File: src/rtl/phase_seq_fsm.sv
// Multi-channel four-phase sequencer: per-channel sync + debounce feeding an
// IDLE->START->STOP->CLEAR tracker with timeout. Macro PHASE_SEQ_CNT_EN adds a completed-sequence counter.

module phase_seq_ch #(
    parameter int DEB_W   = 4,
    parameter int DEB_CNT = 8,
    parameter int TO_W    = 16,
    parameter int TO_CNT  = 1000,
    parameter int CNT_W   = 8
) (
    input  logic             clk,
    input  logic             rst_n,
    input  logic             en_i,
    input  logic             a_i,
    input  logic             clr_to_i,
    output logic             k1_o,
    output logic             k2_o,
    output logic             to_flag_o,
    output logic [1:0]       state_o,
    output logic [CNT_W-1:0] cyc_o
);
    typedef enum logic [1:0] {IDLE = 2'b00, START = 2'b01, STOP = 2'b10, CLEAR = 2'b11} state_t;

    localparam logic [DEB_W-1:0] DEB_LAST = DEB_W'(DEB_CNT - 1);
    localparam logic [TO_W-1:0]  TO_LAST  = TO_W'(TO_CNT - 1);

    logic             s1_q, s2_q, af_q, af_d;
    logic [DEB_W-1:0] deb_cnt_q, deb_cnt_d;
    logic             rise_q, fall_q;
    state_t           state_q, state_d;
    logic [TO_W-1:0]  to_cnt_q, to_cnt_d;
    logic             k1_q, k1_d, k2_q, k2_d, to_flag_q, to_flag_d, to_set;

    // A level change is accepted on the DEB_CNT-th consecutive disagreeing cycle
    always_comb begin
        deb_cnt_d = '0;
        af_d      = af_q;
        if (s2_q != af_q) begin
            if (deb_cnt_q == DEB_LAST) af_d = ~af_q;
            else                       deb_cnt_d = deb_cnt_q + 1'b1;
        end
    end

    always_comb begin
        state_d  = state_q;
        to_cnt_d = '0;
        to_set   = 1'b0;
        k2_d     = 1'b0;
        if (en_i) begin
            case (state_q)
                IDLE:    if (rise_q) state_d = START;
                START:   if (fall_q) state_d = STOP;
                STOP:    if (rise_q) state_d = CLEAR;
                CLEAR:   if (fall_q) begin state_d = IDLE; k2_d = 1'b1; end
                default: state_d = IDLE;
            endcase
            // An edge in the same cycle wins over timeout: the counter only runs while state holds
            if (TO_CNT != 0 && state_d == state_q && state_q != IDLE) begin
                if (to_cnt_q == TO_LAST) begin
                    state_d = IDLE;
                    to_set  = 1'b1;
                end else begin
                    to_cnt_d = to_cnt_q + 1'b1;
                end
            end
        end else begin
            state_d = IDLE;
        end
        k1_d      = (state_d == START) || (state_d == STOP);
        to_flag_d = to_set | (to_flag_q & ~clr_to_i);
    end

    always_ff @(posedge clk or negedge rst_n) begin
        if (!rst_n) begin
            s1_q      <= 1'b0;
            s2_q      <= 1'b0;
            af_q      <= 1'b0;
            deb_cnt_q <= '0;
            rise_q    <= 1'b0;
            fall_q    <= 1'b0;
            state_q   <= IDLE;
            to_cnt_q  <= '0;
            k1_q      <= 1'b0;
            k2_q      <= 1'b0;
            to_flag_q <= 1'b0;
        end else begin
            s1_q      <= a_i;
            s2_q      <= s1_q;
            af_q      <= af_d;
            deb_cnt_q <= deb_cnt_d;
            rise_q    <= af_d & ~af_q;
            fall_q    <= ~af_d & af_q;
            state_q   <= state_d;
            to_cnt_q  <= to_cnt_d;
            k1_q      <= k1_d;
            k2_q      <= k2_d;
            to_flag_q <= to_flag_d;
        end
    end

`ifdef PHASE_SEQ_CNT_EN
    logic [CNT_W-1:0] cyc_q;
    always_ff @(posedge clk or negedge rst_n) begin
        if (!rst_n)    cyc_q <= '0;
        else if (k2_d) cyc_q <= cyc_q + 1'b1;
    end
    assign cyc_o = cyc_q;
`else
    assign cyc_o = '0;
`endif

    assign k1_o      = k1_q;
    assign k2_o      = k2_q;
    assign to_flag_o = to_flag_q;
    assign state_o   = state_q;
endmodule

module phase_seq_fsm #(
    parameter int CH      = 4,
    parameter int DEB_W   = 4,
    parameter int DEB_CNT = 8,
    parameter int TO_W    = 16,
    parameter int TO_CNT  = 1000,
    parameter int CNT_W   = 8
) (
    input  logic                clk,
    input  logic                rst_n,
    input  logic                en,
    input  logic [CH-1:0]       a,
    input  logic                clr_to,
    output logic [CH-1:0]       k1,
    output logic [CH-1:0]       k2,
    output logic [CH-1:0]       to_flag,
    output logic [2*CH-1:0]     state_o,
    output logic [CNT_W*CH-1:0] cyc_cnt
);
    for (genvar i = 0; i < CH; i++) begin : g_ch
        phase_seq_ch #(
            .DEB_W(DEB_W), .DEB_CNT(DEB_CNT), .TO_W(TO_W), .TO_CNT(TO_CNT), .CNT_W(CNT_W)
        ) u_ch (
            .clk       (clk),
            .rst_n     (rst_n),
            .en_i      (en),
            .a_i       (a[i]),
            .clr_to_i  (clr_to),
            .k1_o      (k1[i]),
            .k2_o      (k2[i]),
            .to_flag_o (to_flag[i]),
            .state_o   (state_o[2*i +: 2]),
            .cyc_o     (cyc_cnt[CNT_W*i +: CNT_W])
        );
    end
endmodule
File: config.mk
export PLATFORM = sky130hd
export DESIGN_NAME = phase_seq_fsm
export DESIGN_NICKNAME = d
export VERILOG_FILES = /design/src/rtl/phase_seq_fsm.sv
export SDC_FILE = /design/constraint.sdc
export NUM_CORES = 1
export LEC_CHECK = 0
export ABC_AREA = 1
export CORE_MARGIN = 5
export CORE_UTILIZATION = 30
export CTS_CLUSTER_SIZE = 25
export DETAILED_ROUTE_END_ITERATION = 16
export HOLD_SLACK_MARGIN = 0.03
export PLACE_DENSITY = 0.52
export SYNTH_ARGS = -nofsm -noshare
export SYNTH_HDL_FRONTEND = slang
export SYNTH_SLANG_ARGS = --single-unit
File: constraint.sdc
create_clock -name clk -period 2.3 [get_ports clk]
set_input_delay 0.575 -clock clk [delete_from_list [all_inputs] [get_ports clk]]
set_output_delay 0.575 -clock clk [all_outputs]
set_load 0.01 [all_outputs]
# [Word-level counts from Yosys, hierarchy flattened]
# Index checks and enable logic that the tools add are counted.
[word_totals] register_bits=120 out_inout_bits=52 in_bits=8
[classes] n_mux=88 eq_ne=36 n_reduce_logical=16 n_addsub=8 bitwise_logic=25
[op_table] cell="$mux 16" count=12
[op_table] cell="$add 16x1->16 const B" count=4
[op_table] cell="$eq 16x10->1 const B" count=4
[op_table] cell="$mux 2" count=32
[op_table] cell="$mux 1" count=32
[op_table] cell="$mux 4" count=8
[op_table] cell="$pmux 2 s4" count=4
[op_table] cell="$eq 2x2->1 const B" count=12
[op_table] cell="$add 4x1->4 const B" count=4
[op_table] cell="$eq 2x1->1 const B" count=8
[op_table] cell="$eq 4x3->1 const B" count=4
[op_table] cell="$and 1x1->1" count=12
[op_table] cell="$not 1->1" count=9
[op_table] cell="$eq 2x2->1" count=4
[op_table] cell="$logic_not 2->1" count=4
[op_table] cell="$reduce_bool 2->1" count=4
[op_table] cell="$logic_and 1x1->1" count=4
[op_table] cell="$logic_or 1x1->1" count=4
[op_table] cell="$ne 1x1->1" count=4
[op_table] cell="$or 1x1->1" count=4

# [Logic depth before layout (Yosys ltp)]
# Gate-level depths: netlist of the first run.
[depth] ltp_word=9 mapped_depth=8

# [Cells and area by module]
# Synthesis of the first run repeated with hierarchy kept, for this count alone.
[unflattened] hier_cells=796 area_unflattened_um2=6356.1
[modules_own_cells] module="phase_seq_ch" area_per_inst_um2=1589.0 seq_area_each_um2=750.7 instances=4 cells_each=199

# [Least setup slack after synthesis of the first run]
# OpenSTA, ideal clock, no wires.
[synth_timing] kind="input port to flip-flop" startpoint="in en" endpoint="reg g_ch[3].u_ch.k1_q" setup_time_ps=118 path_stages=7 arrival_time_ps=1254 t_required_ps=2182 n_path_buf=2 path_slack_ps=928 path_cell_list="buf_4 inv_2 buf_6 nor3_2 inv_1 nand3_1 nand2_1"
[synth_between] elab_chain_len=3
[synth_rtl] element="start: declaration" line="128" text="input logic en,"
[synth_rtl] element="$mux 2 (*)" line="49" text="if (en_i) begin"
[synth_rtl] element="$eq 2x1->1 / $eq 2x2->1 (equally long branches)" line="69" text="k1_d = (state_d == START) || (state_d == STOP);"
[synth_rtl] element="$logic_or 1x1->1 (*)" line="69"
[synth_rtl] element="via g_ch[3].u_ch.k1_d" line="32" text="logic k1_q, k1_d, k2_q, k2_d, to_flag_q, to_flag_d, to_set;"
[synth_rtl] element="end signal: assignment" line="95" text="k1_q <= k1_d;"
[synth_rtl] element="end: declaration" line="32"
# Mark *: on every way through the listed nets, which the timed path passes. The rest lies on a longest branch.

# [Final worst setup path of the first run]
[layout_timing] startpoint="reg g_ch[0].u_ch.state_q[1]" endpoint="out state_o[1]"
[layout_rtl] element="start: declaration" line="30" text="state_t state_q, state_d;"
[layout_rtl] element="start signal: assignment" line="93" text="state_q <= state_d;"
[layout_rtl] element="end: declaration" line="134" text="output logic [2*CH-1:0] state_o,"
# No word-level cell between the ends.

==> results of run 1 <==
## metal layers
layer,global-route usage [%],share of wire (%),up-vias
met4,5.00,2.0,0
met3,2.89,3.4,21
met1,13.7,48,2005
met5,0,0,-
li1,-,-,2360
met2,16.9,46,61
## worst reg2reg max path, delay by kind of cell (launching register included)
family,cells,cell delay (ns)
AO/OA/AOI/OAI,1,0.25
flip-flops,1,0.40
buffers and inverters,1,0.06
AND/OR/NAND/NOR,5,0.49
adder cells (fa/ha/maj),1,0.22
## power by group
group	switching (µW)	total [µW]	internal (µW)
combinational	221	354	133
sequential	85.3	2330	2240
clock	936	2560	1620
total	1240	5240	4000
## kinds of logic (layout without fill, tap and decap cells)
group	count (synthesis)	count (layout)
other	1	32
AND/OR/NAND/NOR	414	414
buffers and inverters	150	167
AO/OA/AOI/OAI	49	49
flip-flops	120	120
XOR/XNOR	24	24
adder cells (fa/ha/maj)	8	8
## cell type report
class	instances	area (µm²)	area share, %
clock buffer	20	457	6.23
clock inverter	11	105	1.43
sequential	120	3000	40.9
multi-input combinational	527	2700	36.9
inverter	104	390	5.32
tap	275	344	4.69
timing repair buffer	32	330	4.50
## per-stage QoR
step / hold slack [ns] / total power (µW) / instances / area, µm² / util, %
floorplan: 0.279 / 2640 / 797 / 6450 / -
global placement: 0.331 / 2730 / 1058 / 6770 / 32.4
detailed placement: 0.335 / 2730 / 1058 / 6770 / 32.4
CTS: 0.115 / 5340 / 1089 / 7330 / 35.1
global route: 0.144 / 5490 / 1089 / 7330 / 35.1
finish: 0.114 / 5240 / 1089 / 7330 / 35.1
## cell usage after synthesis (all sizes together) (8+ instances only)
cell type	number
xor2	14
nand3b	8
xnor2	10
dfrtp	120
nand2	161
nand3	41
nor2	178
a21oi	25
buf	46
nor3	23
inv	104
o21ai	10
ha	8
## final timing paths
kind	start	end	slack (ns)	depth (start not counted)
worst max-delay path	g_ch[0].u_ch.state_o[1]	state_o[1]	0.30	1
worst min register to register	g_ch[1].u_ch.s1_q	g_ch[1].u_ch.s2_q	0.35	0
max in group asynchronous	rst_n	g_ch[1].u_ch.k1_o	1.51	2
worst max register to register	g_ch[0].u_ch.to_cnt_q[0]	g_ch[0].u_ch.to_cnt_q[13]	0.83	8
min in group clk	g_ch[1].u_ch.s1_q	g_ch[1].u_ch.s2_q	0.35	0
worst min-delay path	rst_n	g_ch[3].u_ch.to_cnt_q[12]	0.11	1
## registers in the layout (all words and copies together) (netlist names)
register and flops:
g_ch.u_ch.k2_o 4, g_ch.u_ch.fall_q 4, g_ch.u_ch.s1_q 4, g_ch.u_ch.state_o 8
g_ch.u_ch.af_q 4, g_ch.u_ch.to_flag_o 4, g_ch.u_ch.deb_cnt_q 16, g_ch.u_ch.to_cnt_q 64
g_ch.u_ch.rise_q 4, g_ch.u_ch.s2_q 4, g_ch.u_ch.k1_o 4
==> results.sh, run 1 <==
export IMPL_status="complete, no violations"
export IMPL_layout_drive_gt1_share_pct=13.1
export IMPL_die_x_um=155
export IMPL_ios=60
export IMPL_finalHoldViolations=0
export IMPL_grt_overflow_total=0
export IMPL_synth_edff_count=0
export IMPL_clock_latency_ns=0.42
export IMPL_endpoint_kind="primary output"
export IMPL_final_common_cell="nor2_1"
export IMPL_cts_root_buffer="clkbuf_16"
export IMPL_synth_compound_area_share_pct=5.16
export IMPL_cp_max_fo=4
export IMPL_synth_seq_cells=120
export IMPL_netlist_area_um2=6330
export IMPL_antenna_found_initial=0
export IMPL_synth_fa_ha_area_share_pct=1.58
export IMPL_nFillCells=2151
export IMPL_mostFrequentLayoutCells="nor2_1 (152), nand2_1 (145), dfrtp_1 (120)"
export IMPL_cpPeakStageDelay_ns=0.58
export IMPL_min_path_type="primary input to asynchronous set/reset pin"
export IMPL_cts_resized=0
export IMPL_syn_inst=766
export IMPL_min_period_over_period_pct=87.1
export IMPL_cap_violations=0
export IMPL_dr_pass1_iters=4
export IMPL_worst_slack_ns=0.297
export IMPL_yosys_warnings=0
export IMPL_cts_setup_buffers=0
export IMPL_core_area_um2=20900
export IMPL_cp_required_ns=1.73
export IMPL_p_per_area_nw_per_um2=715
export IMPL_cp_top_family="buffers and inverters"
export IMPL_leakage_uw=0.00327
export IMPL_h_tree_depth=4
export IMPL_synthMuxAreaShare_pct=0
export IMPL_synth_top_family_by_area="simple AND/OR/NAND/NOR gates"
export IMPL_critPathLaunchType="register"
export IMPL_ys_types=30
export IMPL_numCtsBuffers=17
export IMPL_cts_tree="yes"
export IMPL_clock_sinks=120
export IMPL_fin_crit_ns=2.00
export IMPL_crit_buf_inv=1
export IMPL_postCtsHoldBufs=0
export IMPL_fin_skew_ns=0.00673
export IMPL_synth_xor_area_share_pct=3.32
export IMPL_drt_iter0_drc=167
export IMPL_maxSlewViolCount=0
export IMPL_start_util_pct=30.3
export IMPL_io_buffer_count=27
export IMPL_finalSetupViolations=0
export IMPL_synth_top_area_share_pct=47.4
export IMPL_num_rows=53
export IMPL_nets=818
export IMPL_syn_area_per_cell_um2=8.26
export IMPL_die_area_um2=24100
export IMPL_clkTransAtPathRegs_ns=0.05
export IMPL_via_count=4447
export IMPL_crit_slowest_cell="clkdlybuf4s50_1"
export IMPL_synth_top_area_cell="dfrtp_1"
export IMPL_crit_type="register to primary output"
export IMPL_drt_total_wl_mm=12.1
export IMPL_dp_worst_setup_slack_ns=0.383
export IMPL_crit_arrival_ns=1.43
export IMPL_grt_pass1_wl_mm=20.4
export IMPL_areaGrowthSynthToFinish_pct=15.9
export IMPL_yosys_area_share_simple_pct=30.8
export IMPL_cts_path_max_buffers=2
export IMPL_viasPerCell=4.08
export IMPL_synthTopCellsByArea="dfrtp_1 (47%), nor2_1 (9.0%), nand2_1 (8.6%)"
export IMPL_track_usage_pct=10.7
export IMPL_antenna_left=0
export IMPL_antenna_cells=0
export IMPL_gp_congestion=0.758
export IMPL_die_h_um=155
export IMPL_ir_worst_vdd_mv=0.481
export IMPL_fin_tns_setup_ns=0
export IMPL_grt_pass1_vias=4262
export IMPL_grt_start_max_net_pins=39
export IMPL_async_flop_share_pct=100
export IMPL_max_freq_ghz=0.499
export IMPL_yosysSeqAreaShare_pct=47.4
export IMPL_ys_flop_type="dfrtp_1"
export IMPL_crit_chain="clkdlybuf4s50_1"
export IMPL_post_drt_wl_per_cell_um=11.1
export IMPL_dp_final_hpwl_mm=8.79
export IMPL_rsz0062_at_grt="false"
export IMPL_drc=0
No activity file was read; power rests on OpenSTA's default activity.
==> run 2: changes to the inputs <==
--- a/config.mk
+++ b/config.mk
@@ -14,4 +14,5 @@
 export PLACE_DENSITY = 0.52
 export SYNTH_ARGS = -nofsm -noshare
 export SYNTH_HDL_FRONTEND = slang
+export SYNTH_HIERARCHICAL = 1
 export SYNTH_SLANG_ARGS = --single-unit
==> run 2 against run 1 <==
Compared with the run above: synthesized cell count up 3.9%; critical endpoint is now state_o[0]; global-route usage increased by 0.92 points; utilization up 0.31 points; fmax grew 0.23%; cell area grew 1.2%; sequential share of layout area down 0.49 points.
==> results.sh, run 2 <==
export IMPL_status="complete, no violations"
export IMPL_final_cells=1127
export IMPL_endpoint_kind="primary output"
export IMPL_clkTransAtPathRegs_ns=0.06
export IMPL_grt_pass1_vias=4866
export IMPL_cpPeakStageDelay_ns=0.61
export IMPL_dp_cells=1097
export IMPL_finalHoldViolations=0
export IMPL_synth_top_area_share_pct=47.2
export IMPL_track_usage_pct=11.6
export IMPL_cp_num_cells=1
export IMPL_grt_start_max_net_pins=41
export IMPL_via_count=4813
export IMPL_grt_overflow_total=0
export IMPL_crit_slowest_cell="clkdlybuf4s50_1"
export IMPL_ios=60
export IMPL_yosys_warnings=6
export IMPL_core_area_um2=21000
export IMPL_largest_register_ffs=64
export IMPL_final_common_cell="nor2_1"
export IMPL_layout_drive_gt1_share_pct=11.5
export IMPL_cts_path_max_buffers=2
export IMPL_yosysMostFrequentCell="nor2_1"
export IMPL_antenna_cells=0
export IMPL_crit_buf_inv=1
export IMPL_max_freq_ghz=0.500
export IMPL_cts_resized=0
export IMPL_worst_r2r_startpoint="g_ch[1].u_ch/to_cnt_q[0]"
export IMPL_nets=857
export IMPL_io_buffer_count=27
export IMPL_synth_top_area_cell="dfrtp_1"
export IMPL_die_area_um2=24200
export IMPL_cp_max_fo=5
export IMPL_mostFrequentLayoutCells="nor2_1 (164), inv_1 (124), dfrtp_1 (120)"
export IMPL_gp_congestion=0.803
export IMPL_post_drt_wl_per_cell_um=11.5
export IMPL_crit_arrival_ns=1.42
export IMPL_postCtsHoldBufs=0
export IMPL_dp_worst_setup_slack_ns=0.101
export IMPL_worst_slack_ns=0.301
export IMPL_clock_sinks=120
export IMPL_yosysSeqAreaShare_pct=47.2
export IMPL_cts_setup_buffers=0
export IMPL_ir_worst_vdd_mv=0.397
export IMPL_cp_top_family="buffers and inverters"
export IMPL_rsz0062_at_grt="false"
export IMPL_fin_tns_setup_ns=0
export IMPL_netlist_area_um2=6360
export IMPL_reg2reg_slack_ns=0.76
export IMPL_grt_pass1_wl_mm=22.9
export IMPL_min_period_over_period_pct=86.9
export IMPL_cap_violations=0
export IMPL_cp_required_ns=1.73
export IMPL_leakage_uw=0.00337
export IMPL_crit_chain="clkdlybuf4s50_1"
export IMPL_drt_iter0_drc=225
export IMPL_multiInputGateArea_um2=2740
export IMPL_maxSlewViolCount=0
export IMPL_areaGrowthSynthToFinish_pct=16.8
export IMPL_fin_skew_ns=0.0134
export IMPL_num_rows=53
export IMPL_numCtsBuffers=17
export IMPL_async_flop_share_pct=100
export IMPL_drc=0
export IMPL_dr_pass1_iters=4
export IMPL_cts_root_buffer="clkbuf_16"
export IMPL_h_tree_depth=4
export IMPL_ys_flop_type="dfrtp_1"
export IMPL_synth_top_cells_by_count="nor2_1 (164), inv_1 (124), dfrtp_1 (120)"
export IMPL_syn_inst=796
export IMPL_clock_latency_ns=0.41
export IMPL_p_per_area_nw_per_um2=688
export IMPL_drt_total_wl_mm=13.0
export IMPL_finalSetupViolations=0
export IMPL_antenna_left=0
export IMPL_top_register="g_ch.u_ch/to_cnt_q"
export IMPL_die_h_um=156
export IMPL_dp_final_hpwl_mm=9.61
export IMPL_nFillCells=2221
export IMPL_start_util_pct=30.3
export IMPL_synth_edff_count=0
export IMPL_die_x_um=156
export IMPL_synthTopCellsByArea="dfrtp_1 (47%), nor2_1 (9.7%), inv_1 (7.3%)"
export IMPL_critPathLaunchType="register"
export IMPL_crit_type="register to primary output"
export IMPL_antenna_found_initial=0
export IMPL_r2r_end="g_ch[1].u_ch/to_cnt_q[5]"
export IMPL_syn_area_per_cell_um2=7.99
export IMPL_synth_seq_cells=120
export IMPL_viasPerCell=4.27
export IMPL_r2r_cells=6
export IMPL_cts_tree="yes"
export IMPL_ys_types=24
export IMPL_regArea_um2=3000
export IMPL_min_path_type="primary input to asynchronous set/reset pin"
export IMPL_fin_crit_ns=2.00
-- run 2: changes by cell type after synthesis, sizes merged, moves of 5 or more --
cell and delta:
a21oi -5, buf -14, inv +24, nand2 -37
nand3 +43, nand4 +16, nor2 +10, nor3 +9
xor2 -6
-- run 2: worst max path at each step --
stage / end / start
final: state_o[0] / g_ch[0].u_ch/state_o[0]
after floorplan: g_ch[0].u_ch/to_cnt_q[3] / g_ch[0].u_ch/to_cnt_q[0]
after global routing: state_o[0] / g_ch[0].u_ch/state_o[0]
after global placement: g_ch[1].u_ch/to_cnt_q[3] / en
after detailed placement: g_ch[3].u_ch/to_cnt_q[3] / en
after CTS: state_o[0] / g_ch[0].u_ch/state_o[0]
-- run 2: logic make-up (layout without fill, tap and decap cells) --
group / after synthesis / count (layout) / synth area share [%]
buffers and inverters: 160 / 188 / 11.3
adders and majority gates: 8 / 8 / 1.57
xor gates and xnor gates: 16 / 16 / 2.20
AOI/OAI and AO/OA: 40 / 40 / 3.54
DFF: 120 / 120 / 47.2
other: 4 / 32 / 0.236
and+or+nand+nor: 448 / 448 / 33.9
-- run 2: per-layer routing --
metal	wire length, µm	vias up	global-route usage (%)
li1	-	2530	-
met1	6120	2216	14.8
met2	6140	56	18.9
met3	576	11	3.86
met4	121	0	3.33
met5	0	-	0
-- run 2: power breakdown --
part           switching, µW  leakage, µW  total, µW  internal (µW)
Clock                    922     0.000265       2420           1490
Combinational            221      0.00146        353            132
Sequential              93.1      0.00165       2340           2250
Total                   1240      0.00337       5110           3870
-- run 2: cell type report --
type                            count  area share, %
Multi-Input combinational cell    544           36.9
Inverter                          128           6.47
Sequential cell                   120           40.5
Timing Repair Buffer               30           4.25
Clock inverter                      8          0.641
Clock buffer                       22           6.66
Tap cell                          275           4.64
-- run 2: stage by stage --
stage	hold WS [ns]	util, %	power (µW)	instance area (µm²)
2_1_floorplan	0.279	-	2640	6460
3_3_place_gp	0.336	32.8	2730	6880
3_5_place_dp	0.336	32.8	2740	6880
4_1_cts	0.122	35.4	5220	7420
5_1_grt	0.139	35.4	5400	7420
6_report	0.117	35.4	5110	7420
-- run 2: worst register-to-register path, cell delays in order, from the launching register on --
cell	delay, ns
dfrtp_1	0.41
ha_1	0.22
nand4_1	0.13
nor2_1	0.24
nand2_2	0.20
nand2_4	0.17
nor3_1	0.06
==> run 3: changes to the inputs <==
--- a/config.mk
+++ b/config.mk
@@ -10,6 +10,7 @@
 export CORE_UTILIZATION = 30
 export CTS_CLUSTER_SIZE = 25
 export DETAILED_ROUTE_END_ITERATION = 16
+export GPL_TIMING_DRIVEN = 0
 export HOLD_SLACK_MARGIN = 0.03
 export PLACE_DENSITY = 0.52
 export SYNTH_ARGS = -nofsm -noshare
==> run 3 against run 2 <==
Compared with the run above: cell area up 3.1%; sequential power barely moved; clock power up 2%; worst setup slack gained 0.0028 ns; hold slack got worse by 0.064 ns; clock-buffer cell count grew 4; sequential cell count unchanged; via count is 2.0% higher; global-route usage shrank 0.43 points; fmax grew 0.14%; wire length is 1.2% lower; utilization increased by 1.1 points; critical endpoint is now state_o[2]; largest power group unchanged.
==> results.sh, run 3 (same netlist as run 2, synthesis figures left out) <==
export IMPL_antenna_left=0
export IMPL_crit_slowest_cell="clkdlybuf4s50_1"
export IMPL_viasPerCell=4.25
export IMPL_final_cells=1156
export IMPL_cts_setup_buffers=0
export IMPL_postCtsHoldBufs=0
export IMPL_finalPower_uw=5210
export IMPL_rsz0062_at_grt="false"
export IMPL_cap_violations=0
export IMPL_start_util_pct=30.3
export IMPL_crit_chain="clkdlybuf4s50_1"
export IMPL_grt_pass1_vias=4733
export IMPL_cp_required_ns=1.73
export IMPL_track_usage_pct=11.2
export IMPL_antenna_found_initial=0
export IMPL_slew_headroom_pct=65.0
export IMPL_io_buffer_count=27
export IMPL_post_drt_wl_per_cell_um=11.1
export IMPL_core_area_um2=21000
export IMPL_cts_root_buffer="clkbuf_16"
export IMPL_finalSetupViolations=0
export IMPL_cts_tree="yes"
export IMPL_grt_start_max_net_pins=86
export IMPL_status="complete, no violations"
export IMPL_endpoint_kind="primary output"
export IMPL_grt_pass1_wl_mm=22.1
export IMPL_cp_max_fo=5
export IMPL_min_period_over_period_pct=86.8
export IMPL_leakage_uw=0.00354
export IMPL_cpPeakStageDelay_ns=0.58
export IMPL_antenna_cells=0
export IMPL_fin_crit_ns=2.00
export IMPL_critPathLaunchType="register"
export IMPL_drt_iter0_drc=288
export IMPL_fin_area_um2=7650
export IMPL_die_x_um=156
export IMPL_dr_pass1_iters=4
export IMPL_placed_area_um2=7100
export IMPL_cts_resized=0
export IMPL_numCtsBuffers=17
export IMPL_largest_register_ffs=64
export IMPL_max_freq_ghz=0.501
export IMPL_grt_overflow_total=0
export IMPL_crit_type="register to primary output"
export IMPL_via_count=4909
export IMPL_cts_path_max_buffers=2
export IMPL_die_area_um2=24200
export IMPL_ir_worst_vdd_mv=0.605
export IMPL_cp_top_family="buffers and inverters"
export IMPL_crit_arrival_ns=1.42
export IMPL_clock_latency_ns=0.41
export IMPL_num_rows=53
export IMPL_gp_congestion=0.816
export IMPL_nets=887
export IMPL_clock_sinks=120
export IMPL_mostFrequentLayoutCells="nor2_1 (164), inv_1 (124), dfrtp_1 (120)"
export IMPL_clkTransAtPathRegs_ns=0.05
export IMPL_die_h_um=156
export IMPL_dp_final_hpwl_mm=9.33
export IMPL_worst_pin_slew_ns=0.523
export IMPL_areaGrowthSynthToFinish_pct=20.4
export IMPL_finalHoldViolations=0
export IMPL_maxSlewViolCount=0
export IMPL_fin_skew_ns=0.00811
export IMPL_h_tree_depth=4
export IMPL_final_common_cell="nor2_1"
export IMPL_drc=0
export IMPL_layout_drive_gt1_share_pct=14.0
export IMPL_p_per_area_nw_per_um2=680
export IMPL_crit_buf_inv=1
export IMPL_finalCoreUtilization_pct=36.5
export IMPL_drt_total_wl_mm=12.8
export IMPL_top_register="g_ch.u_ch/to_cnt_q"
export IMPL_dp_cells=1127
export IMPL_min_path_type="primary input to asynchronous set/reset pin"
export IMPL_ios=60
[run 3: worst paths after layout]
path	startpoint	to	slack [ns]	cells after the start
max reg2reg	g_ch[0].u_ch/to_cnt_q[0]	g_ch[0].u_ch/to_cnt_q[7]	0.70	6
min reg2reg	g_ch[2].u_ch/s1_q	g_ch[2].u_ch/s2_q	0.35	0
min in group clk	g_ch[2].u_ch/s1_q	g_ch[2].u_ch/s2_q	0.35	0
min	rst_n	g_ch[3].u_ch/deb_cnt_q[0]	0.05	1
max	g_ch[1].u_ch/state_o[0]	state_o[2]	0.30	1
max in group asynchronous	rst_n	g_ch[0].u_ch/rise_q	1.52	2
[run 3: final cells by class]
type	instances	area, µm²
multi-input cells	544	2740
inverters	128	480
well taps	275	344
flip-flops and latches	120	3000
plain buffers	32	240
repair buffers	28	299
clock inverters	3	40.0
fillers	2181	13300
clock buffers	26	509
[run 3: metal layers]
metal,vias up,track usage (%),share of wire [%]
li1,2582,-,-
met5,-,0,0
met4,0,2.54,0.95
met2,76,17.9,46
met3,10,3.77,4.2
met1,2241,14.8,49
[run 3: stage by stage]
| stage | TNS (ns) | worst slack [ns] | hold slack, ns |
|---|---|---|---|
| after CTS | 0 | 0.270 | 0.0543 |
| after global routing | 0 | 0.213 | 0.0638 |
| final | 0 | 0.304 | 0.0525 |
| after floorplan | 0 | 1.03 | 0.279 |
| after global placement | -512.41 | -4.28 | 0.334 |
| after detailed placement | -0.389 | -0.109 | 0.339 |
[run 3: power by group]
| group | switching [µW] | internal [µW] |
|---|---|---|
| sequential | 91.3 | 2250 |
| clock | 865 | 1610 |
| combinational | 230 | 166 |
